**src/rtl/conv1d_stream.sv**
```systemverilog
// Streaming 1-D convolution: buffers a frame of input vectors, then emits one
// saturated result per cycle for every filter/position pair, filter-major.
module conv1d_stream #(
    parameter int FRAME_SIZE  = 50,
    parameter int VECTOR_SIZE = 1,
    parameter int NUM_FILTERS = 8,
    parameter int FILTER_SIZE = 3,
    parameter int SHIFT       = 0,
    parameter int RELU        = 0
) (
    input  logic                     clk_i,
    input  logic                     rst_i,
    input  logic [VECTOR_SIZE*8-1:0] data_i,
    input  logic                     valid_i,
    input  logic                     last_i,
    output logic                     ready_o,
    output logic signed [7:0]        data_o,
    output logic                     valid_o,
    output logic                     last_o,
    input  logic                     ready_i,
    input  logic                     wt_wr_i,
    input  logic [$clog2(NUM_FILTERS*(FILTER_SIZE*VECTOR_SIZE+1))-1:0] wt_addr_i,
    input  logic signed [7:0]        wt_data_i,
    output logic                     err_o
);

    localparam int TAPS = FILTER_SIZE * VECTOR_SIZE;
    localparam int NWT  = NUM_FILTERS * TAPS;
    localparam int NTOT = NWT + NUM_FILTERS;
    localparam int AW   = $clog2(NTOT);
    localparam int BW   = $clog2(FRAME_SIZE);
    localparam int FW   = (NUM_FILTERS > 1) ? $clog2(NUM_FILTERS) : 1;
    localparam int ACCW = 16 + $clog2(TAPS + 1);

    localparam logic signed [ACCW-1:0] SAT_MAX = ACCW'(127);
    localparam logic signed [ACCW-1:0] SAT_MIN = -ACCW'(128);

    typedef enum logic {
        S_LOAD,
        S_COMPUTE
    } state_t;

    state_t state_q;
    state_t state_d;

    logic signed [7:0]        wts [NTOT];
    logic [VECTOR_SIZE*8-1:0] buf_mem [FRAME_SIZE];

    logic [BW-1:0] n_cnt;
    logic [BW-1:0] p_cnt;
    logic [BW-1:0] p_last;
    logic [FW-1:0] f_cnt;
    logic          issue_done;

    logic accept;
    logic frame_end;
    logic frame_long;
    logic advance;
    logic issue;
    logic issue_last;
    logic out_done;

    logic signed [ACCW-1:0]   acc_d;
    logic signed [15:0]       prod;
    logic [VECTOR_SIZE*8-1:0] row;
    logic [BW-1:0]            b_idx;
    logic [AW-1:0]            w_idx;

    logic                   s1_valid;
    logic                   s1_last;
    logic signed [ACCW-1:0] s1_acc;

    logic signed [ACCW-1:0] shifted;
    logic signed [ACCW-1:0] clipped;
    logic signed [7:0]      sat_res;

    assign ready_o    = (state_q == S_LOAD) && !rst_i;
    assign accept     = valid_i && ready_o;
    assign frame_end  = accept && (last_i || (n_cnt == BW'(FRAME_SIZE - 1)));
    assign frame_long = (int'(n_cnt) + 1) >= FILTER_SIZE;
    assign advance    = !valid_o || ready_i;
    assign issue      = (state_q == S_COMPUTE) && !issue_done && advance;
    assign issue_last = (f_cnt == FW'(NUM_FILTERS - 1)) && (p_cnt == p_last);
    assign out_done   = valid_o && ready_i && last_o;

    // Coefficient registers; only writable while the block is collecting a frame.
    always_ff @(posedge clk_i) begin
        if (rst_i) begin
            for (int i = 0; i < NTOT; i++) begin
                wts[i] <= '0;
            end
        end else if ((state_q == S_LOAD) && wt_wr_i && (int'(wt_addr_i) < NTOT)) begin
            wts[wt_addr_i] <= wt_data_i;
        end
    end

    // Frame buffer: each accepted beat lands at the current write index.
    always_ff @(posedge clk_i) begin
        if (accept) begin
            buf_mem[n_cnt] <= data_i;
        end
    end

    // State register.
    always_ff @(posedge clk_i) begin
        if (rst_i) begin
            state_q <= S_LOAD;
        end else begin
            state_q <= state_d;
        end
    end

    // Next state: a long enough frame starts computing; the final handshake returns to loading.
    always_comb begin
        state_d = state_q;
        case (state_q)
            S_LOAD: begin
                if (frame_end && frame_long) begin
                    state_d = S_COMPUTE;
                end
            end
            S_COMPUTE: begin
                if (out_done) begin
                    state_d = S_LOAD;
                end
            end
            default: state_d = S_LOAD;
        endcase
    end

    // Write index, filter/position issue counters and the short-frame error pulse.
    always_ff @(posedge clk_i) begin
        if (rst_i) begin
            n_cnt      <= '0;
            p_cnt      <= '0;
            p_last     <= '0;
            f_cnt      <= '0;
            issue_done <= 1'b0;
            err_o      <= 1'b0;
        end else begin
            err_o <= frame_end && !frame_long;
            if (accept) begin
                if (frame_end) begin
                    n_cnt <= '0;
                    if (frame_long) begin
                        p_last     <= BW'(int'(n_cnt) + 1 - FILTER_SIZE);
                        p_cnt      <= '0;
                        f_cnt      <= '0;
                        issue_done <= 1'b0;
                    end
                end else begin
                    n_cnt <= n_cnt + 1'b1;
                end
            end
            if (issue) begin
                if (issue_last) begin
                    issue_done <= 1'b1;
                end else if (p_cnt == p_last) begin
                    p_cnt <= '0;
                    f_cnt <= f_cnt + 1'b1;
                end else begin
                    p_cnt <= p_cnt + 1'b1;
                end
            end
        end
    end

    // Full-precision dot product of one filter with the window at the current position, all taps at once.
    always_comb begin
        acc_d = ACCW'(wts[AW'(NWT + int'(f_cnt))]);
        prod  = '0;
        row   = '0;
        b_idx = '0;
        w_idx = '0;
        for (int k = 0; k < FILTER_SIZE; k++) begin
            b_idx = BW'(int'(p_cnt) + k);
            row   = buf_mem[b_idx];
            for (int c = 0; c < VECTOR_SIZE; c++) begin
                w_idx = AW'((int'(f_cnt) * FILTER_SIZE + k) * VECTOR_SIZE + c);
                prod  = 16'(wts[w_idx]) * 16'($signed(row[c*8 +: 8]));
                acc_d = acc_d + ACCW'(prod);
            end
        end
    end

    // First pipeline stage holds the raw sum; the whole pipe freezes while the output is stalled.
    always_ff @(posedge clk_i) begin
        if (rst_i) begin
            s1_valid <= 1'b0;
            s1_last  <= 1'b0;
            s1_acc   <= '0;
        end else if (advance) begin
            s1_valid <= issue;
            s1_last  <= issue && issue_last;
            if (issue) begin
                s1_acc <= acc_d;
            end
        end
    end

    // Scale down, optionally rectify, then clamp into the signed byte range.
    always_comb begin
        shifted = s1_acc >>> SHIFT;
        clipped = shifted;
        if ((RELU != 0) && shifted[ACCW-1]) begin
            clipped = '0;
        end
        if (clipped > SAT_MAX) begin
            sat_res = 8'sd127;
        end else if (clipped < SAT_MIN) begin
            sat_res = -8'sd128;
        end else begin
            sat_res = clipped[7:0];
        end
    end

    // Registered output stage; holds its value while the consumer stalls.
    always_ff @(posedge clk_i) begin
        if (rst_i) begin
            valid_o <= 1'b0;
            last_o  <= 1'b0;
            data_o  <= '0;
        end else if (advance) begin
            valid_o <= s1_valid;
            last_o  <= s1_last;
            if (s1_valid) begin
                data_o <= sat_res;
            end
        end
    end

endmodule

```
**config.mk**
```make
export PLATFORM = sky130hd
export DESIGN_NAME = conv1d_stream
export DESIGN_NICKNAME = d
export VERILOG_FILES = /design/src/rtl/conv1d_stream.sv
export SDC_FILE = /design/constraint.sdc
export NUM_CORES = 2
export LEC_CHECK = 0
export ABC_CLOCK_PERIOD_IN_PS = 11300
export BUFFER_PORTS_ARGS = -buffer_cell sky130_fd_sc_hd__buf_2
export CORE_MARGIN = 1.5
export CORE_UTILIZATION = 40
export CTS_BUF_LIST = sky130_fd_sc_hd__clkbuf_4
export CTS_CLUSTER_SIZE = 28
export DETAILED_ROUTE_END_ITERATION = 10
export PLACE_DENSITY = 0.61
export SETUP_SLACK_MARGIN = 0.02
export SYNTH_ARGS = -nofsm -noshare
export SYNTH_HDL_FRONTEND = slang
export SYNTH_SLANG_ARGS = --single-unit
```
**constraint.sdc**
```tcl
create_clock -name clk_i -period 11.3 [get_ports clk_i]
set_clock_uncertainty 0.1 [all_clocks]
set_input_delay 0.565 -clock clk_i [delete_from_list [all_inputs] [get_ports clk_i]]
set_output_delay 0.565 -clock clk_i [all_outputs]
set_load 0.02 [all_outputs]
```
# [Yosys cells after proc, flatten, opt, wreduce, memory -nomap -nowiden]
# Memory sizes are Yosys's and may differ from the RTL's. A register that Yosys moved wholly into a read port is not among the register bits.
# Index checks and enable logic that the tools add are counted.
[classes] bitwise_logic=1 n_eq_ne=3 multipliers=4 n_mux=34 add_sub_neg=13 magnitude_cmp=3 n_reduce_logical=22
[op_table] cell="8-bit by 8-bit multiplier with 16-bit output" n=3
[op_table] cell="6-bit two-way mux" n=8
[op_table] cell="8-bit two-way mux" n=3
[op_table] cell="17-bit by 16-bit adder with 18-bit output" n=1
[op_table] cell="18-bit by 16-bit adder with 18-bit output" n=1
[op_table] cell="6-bit by 1-bit adder with 6-bit output, second input constant" n=3
[op_table] cell="18-bit by 8-bit greater-than comparator with 1-bit output, second input constant" n=1
[op_table] cell="18-bit by 8-bit < comparator with 1-bit output, second input constant" n=1
[op_table] cell="3-bit two-way mux" n=6
[op_table] cell="8-bit by 16-bit adder with 17-bit output" n=1
[op_table] cell="1-bit two-way mux" n=15
[op_table] cell="1-bit logical AND" n=12
[op_table] cell="5-bit by 2-bit adder with 5-bit output, second input constant" n=2
[op_table] cell="8-bit OR reduction" n=1
[op_table] cell="6-bit by 1-bit adder with 7-bit output, second input constant" n=1
[op_table] cell="7-bit by 2-bit greater-or-equal comparator with 1-bit output, second input constant" n=1
[op_table] cell="6-bit by 2-bit adder with 6-bit output, second input constant" n=1
[op_table] cell="6-bit == test" n=1
[op_table] cell="6-bit == test, second input constant" n=1
[op_table] cell="6-bit by 2-bit subtractor with 6-bit output, second input constant" n=1
[op_table] cell="5-bit by 3-bit adder with 5-bit output, first input constant" n=1
[op_table] cell="3-bit by 2-bit multiplier with 5-bit output, second input constant" n=1
[op_table] cell="5-bit two-way mux" n=1
[op_table] cell="1-bit logical NOT" n=4
[op_table] cell="other kinds (7)" n=9
[totals] out_inout_bits=12 reg_bits=54 ram_bits=656 memories=2
[mem_list] memory="buf_mem" depth=50 word_bits=8 rd=3 rd_clocked_by_memory_dff=1 wr=1 line="47" rtl="logic [VECTOR_SIZE*8-1:0] buf_mem [FRAME_SIZE];"
[mem_list] memory="wts" depth=32 word_bits=8 rd=4 rd_clocked_by_memory_dff=0 wr=32 line="46" rtl="logic signed [7:0] wts [NTOT];"

# [Longest topological paths before layout]
[logic_depth] depth_word=9 mapped_depth=38 ltp_nobuf=33

# [Worst setup path before layout]
# Ideal clock, no wire load.
[synth_path] path_type="reg2reg" start="register f_cnt[1]" end="register s1_acc[17], in the netlist clipped[17]" setup_ns=0.117 path_slack_ns=0.636 t_required_ns=11.083 path_stages_with_launch=33 n_path_buf=5 arrival_time_ns=10.447 path_cell_list="dfxtp_1 > clkbuf_1 > clkinv_1 > ha_1 > buf_2 > clkinv_1 > buf_2 > buf_1 > ha_1 > nand2_1 > xor2_2 > buf_6 > mux4_2 > mux4_2 > mux2i_2 > nand2_1 > fa_1 > fa_1 > inv_1 > fa_1 > fa_1 > fa_1 > fa_1 > inv_1 > fa_1 > inv_1 > ha_1 > a2111o_1 > a311oi_1 > o31a_1 > nor3_1 > o41a_1 > a22o_1"
[synth_between] elab_chain_cells=6 elab_cells_between_ends=11 classes_between="add/sub: 6; mul: 4; memory: 1"
[synth_rtl] item="start: declaration" line="52" rtl="logic [FW-1:0] f_cnt;"
[synth_rtl] item="start signal: assignment" line="160" rtl="f_cnt <= f_cnt + 1'b1;"
[synth_rtl] item="3-bit by 2-bit multiplier with 5-bit output" line="179" rtl="w_idx = AW'((int'(f_cnt) * FILTER_SIZE + k) * VECTOR_SIZE + c);"
[synth_rtl] item="memory 32 x 8 bit *"
[synth_rtl] item="8-bit by 8-bit multiplier with 16-bit output / memory 32 x 8 bit (equally long branches)"
[synth_rtl] item="8-bit by 16-bit adder with 17-bit output / 8-bit by 8-bit multiplier with 16-bit output (equally long branches)" line="181, 180"
[synth_rtl] item="17-bit by 16-bit adder with 18-bit output" line="181" rtl="acc_d = acc_d + ACCW'(prod);"
[synth_rtl] item="18-bit by 16-bit adder with 18-bit output *" line="181"
[synth_rtl] item="end signal: assignment" line="191" rtl="s1_acc <= '0;"
[synth_rtl] item="end signal: assignment" line="196" rtl="s1_acc <= acc_d;"
[synth_rtl] item="end: declaration" line="71" rtl="logic signed [ACCW-1:0] s1_acc;"
# Mark *: on every way between the ends. The rest lies on a longest branch, timed or not.
# A chain may end at the register's enable or synchronous reset.

# [Final worst setup path]
# Ends and elaborated chain as after synthesis.

==> reports/results.tsv <==
metric	value	unit
worst hold path type	input port to flop	
Synthesis Warnings	0	
H-tree Lvls	4	
Synth top area share	0.403	
reg2reg setup slack	720	ps
Max-slew headroom	0.148	
Compound-Gate Fraction of Synth Area	0.0271	
Max Cap Violations	0	
metal3 WL	12600	um
Flop pwr share	0.253	
worst hold start	wt_addr_i[1]	
pwr dens	218	mW/mm^2
fmax	94.5	MHz
ys flop type	edfxtp_1	
Via-to-Cell Ratio	5.91	
vias in the first global route	30900	
FF-to-FF path depth	31	
asr flop ratio synth	0	
largest net degree at the start of global routing	148	
cell taking the most area after synthesis	edfxtp_1	
most common cell in the netlist	edfxtp_1	
EDFF count, synth	656	
post-synthesis cell type count	68	
Post-CTS Setup Inserts	0	
synthesized flop and latch total	710	
top post-synthesis cells by count	edfxtp_1 (656), mux4_2 (560), inv_1 (322)	
Worst Path Required	12200	ps
largest family of logic cells by synthesized area	multiplexers	
CTS Buffer Depth	3	
grt total ovfl	0	
Multi-input gate area	0.0260	sq mm
first-pass GRT wire length	209000	um
crit path DAT	11490	ps
# IOs	39	
Area after DPL	0.0512	sq mm
net switching power	4910	uW
worst slew pin tran	1270	ps
clk slew on worst S/H paths	70	ps
combinational power share	0.554	
Total GRT Usage	0.230	
chip height	352	um
HPWL after DPL	102000	um
fillers	11100	
Avg Cell Area, Syn	14.6	sq um
post-route minimum period	10580	ps
fin crit share	0.937	
Layout Nets	3853	
Final Hold Vio Count	0	
Via Count	31100	
GPL Wtd Cong	0.907	
CTS tree	built	
Site Rows	128	
Worst R2R End	clipped[17]$_SDFFE_PP0P_	
total CTS buffers	188	
Core Region	0.121	sq mm
Chip Width	352	um
synth top area cells	edfxtp_1 (40%), mux4_2 (26%), fa_1 (10%), and2_1 (3.5%), inv_1 (2.5%)	
critical path's largest stage delay	640	ps
Remaining DRCs	0	
final antenna-violating net count	0	
Mapped Nets	3709	
Crit path top cell by count	fa_1	
DR top layer	met5	
CP endpoint kind	flop	
DRT met1 WL	56000	um
Syn Inst Count	3340	
WHS Path Cells	4	
critical path class	flop to flop	
die area	0.124	sq mm
IR drop worst, VDD	0.709	mV
clock root buffer	clkbuf_4	
Synth Area in Adders	0.126	
hold endpoint	wts[19][1]$_SDFFCE_PN0P_	
Pre-Repair DR Iteration Count	6	
Skew-Pair Late Insertion Delay	1170	ps
synthesized area	0.0488	sq mm
CP Launch Type	flop	
Final Setup Violations	0	
register area share after synthesis	0.426	
final hold slack	173	ps
port bufs	38	
Clock power frac	0.192	
Design Area, Final	0.0538	sq mm
register area	0.0208	sq mm
switching share of power	0.420	
DRT iter0 DRCs	3363	
clock tree sinks	710	
routed wire length	141000	um
leakage	0.0188	uW
Starting Density	0.402	
unrepaired setup endpoints after global routing	false	
Internal	6790	uW
simple-gate share of the synthesized area	0.0816	
CP max FO	48	
mux share of post-synthesis cell area	0.286	
fraction of layout cells with a size suffix above 1	0.296	
drt wl/cell	26.8	um
slowest cell on the critical path	fa_1	
WL met2	68600	um
Layout Area Growth over Synthesis	10.1	%
run status	finished clean	
antenna violations before repair	4	
Setup Total Neg Slack	0	ps
xor and xnor area share after synthesis	0.0104	
FF-to-FF Start	f_cnt[1]$_SDFF_PP0_	
Slew Limit Fails	0	
[what timing repair did]
| action | CTS | global route |
|---|---|---|
| endpoints found under the setup margin | 0 | 1 |
| hold endpoints to repair | 566 | 0 |
| hold buffers | 22 | 0 |
| resized for setup | 0 | 1 |
[metal layers]
layer,GRT usage,vias to the layer above
li1,-,13000
met1,0.310,16200
met2,0.369,1627
met3,0.0509,255
met4,0.0747,2
met5,0,-
[cell type report]
class | instances | share of cell area
repair buffers | 168 | 0.0246
diodes | 6 | 0.000279
flip-flops and latches | 710 | 0.387
clock buffers | 260 | 0.0363
well taps | 1625 | 0.0378
inverters | 329 | 0.0230
clock inverters | 76 | 0.00738
multi-input cells | 2087 | 0.484
[power groups by stage]
stage               Clock (uW)  Combinational, uW  Sequential, uW
finish                    2250               6490            2960
global placement             0               6410            3020
global route              2440               7290            2960
floorplan                    0               4810            2990
CTS                       2300               6480            2960
detailed placement           0               6430            3010
[worst max path at each step]
stage | from | to | slack, ps | depth (start not counted)
after global routing | f_cnt[1]$_SDFF_PP0_ | clipped[17]$_SDFFE_PP0P_ | 160 | 31
after floorplan | f_cnt[1]$_SDFF_PP0_ | clipped[17]$_SDFFE_PP0P_ | 640 | 32
after global placement | f_cnt[1]$_SDFF_PP0_ | clipped[17]$_SDFFE_PP0P_ | 850 | 31
final | f_cnt[1]$_SDFF_PP0_ | clipped[17]$_SDFFE_PP0P_ | 720 | 31
after detailed placement | f_cnt[1]$_SDFF_PP0_ | clipped[17]$_SDFFE_PP0P_ | 630 | 31
after CTS | f_cnt[1]$_SDFF_PP0_ | clipped[17]$_SDFFE_PP0P_ | 580 | 31
[metrics by stage]
step,power (uW),util,cells,worst slack [ps]
2_1_floorplan,7800,-,3340,636
3_3_place_gp,9420,0.422,4897,847
3_5_place_dp,9450,0.422,4897,629
4_1_cts,11700,0.443,5255,575
5_1_grt,12700,0.443,5260,161
6_report,11700,0.443,5261,716
[kinds of logic after synthesis]
family | after synthesis
fa+ha+maj | 342
compound gates | 223
buf+inv | 543
xor+xnor | 53
simple gates | 787
flops | 710
mux | 682
[worst max-delay path, delay by kind of cell, from the launching register on]
kind / cells / cell delay [ps]
muxes: 3 / 1080
AOI/OAI and AO/OA: 5 / 1710
DFF: 1 / 550
adders and majority gates: 10 / 4630
xor gates and xnor gates: 1 / 220
buffers and inverters: 9 / 1530
and+or+nand+nor: 3 / 610
[placed cells by master (no fill, tap or decap), types with 6 or more instances in the layout]
cell           instances
inv_1                322
buf_12                 8
mux4_2               560
dlygate4sd3_1         22
nand2_1              133
nand3_1               16
o21ai_0               56
ha_1                  93
xnor2_1               34
inv_2                  6
and2_1               273
mux2i_1               74
dfxtp_1               49
diode_2                6
or2_1                 26
a21oi_1               78
xor2_1                 7
clkinv_2               6
nor2b_1               17
o21ai_1               17
mux2_2                41
clkbuf_4             260
clkinv_1              61
a211oi_1               6
buf_4                 99
buf_2                 38
nand3b_1               8
nor3_1                 9
nand2b_1              23
nand4_1                6
a21o_1                 7
or2_2                  8
edfxtp_1             656
nor2_1               244
fa_1                 247
a31oi_1                8
o211ai_1               8
[sequential cells by signal (all words and copies together) (netlist names), 3 cells and up]
| signal | flops |
|---|---|
| n_cnt | 6 |
| p_last | 6 |
| wts | 256 |
| clipped | 18 |
| f_cnt | 3 |
| buf_mem | 400 |
| p_cnt | 6 |
| data_o | 8 |
No activity file was read; power rests on OpenSTA's default activity.
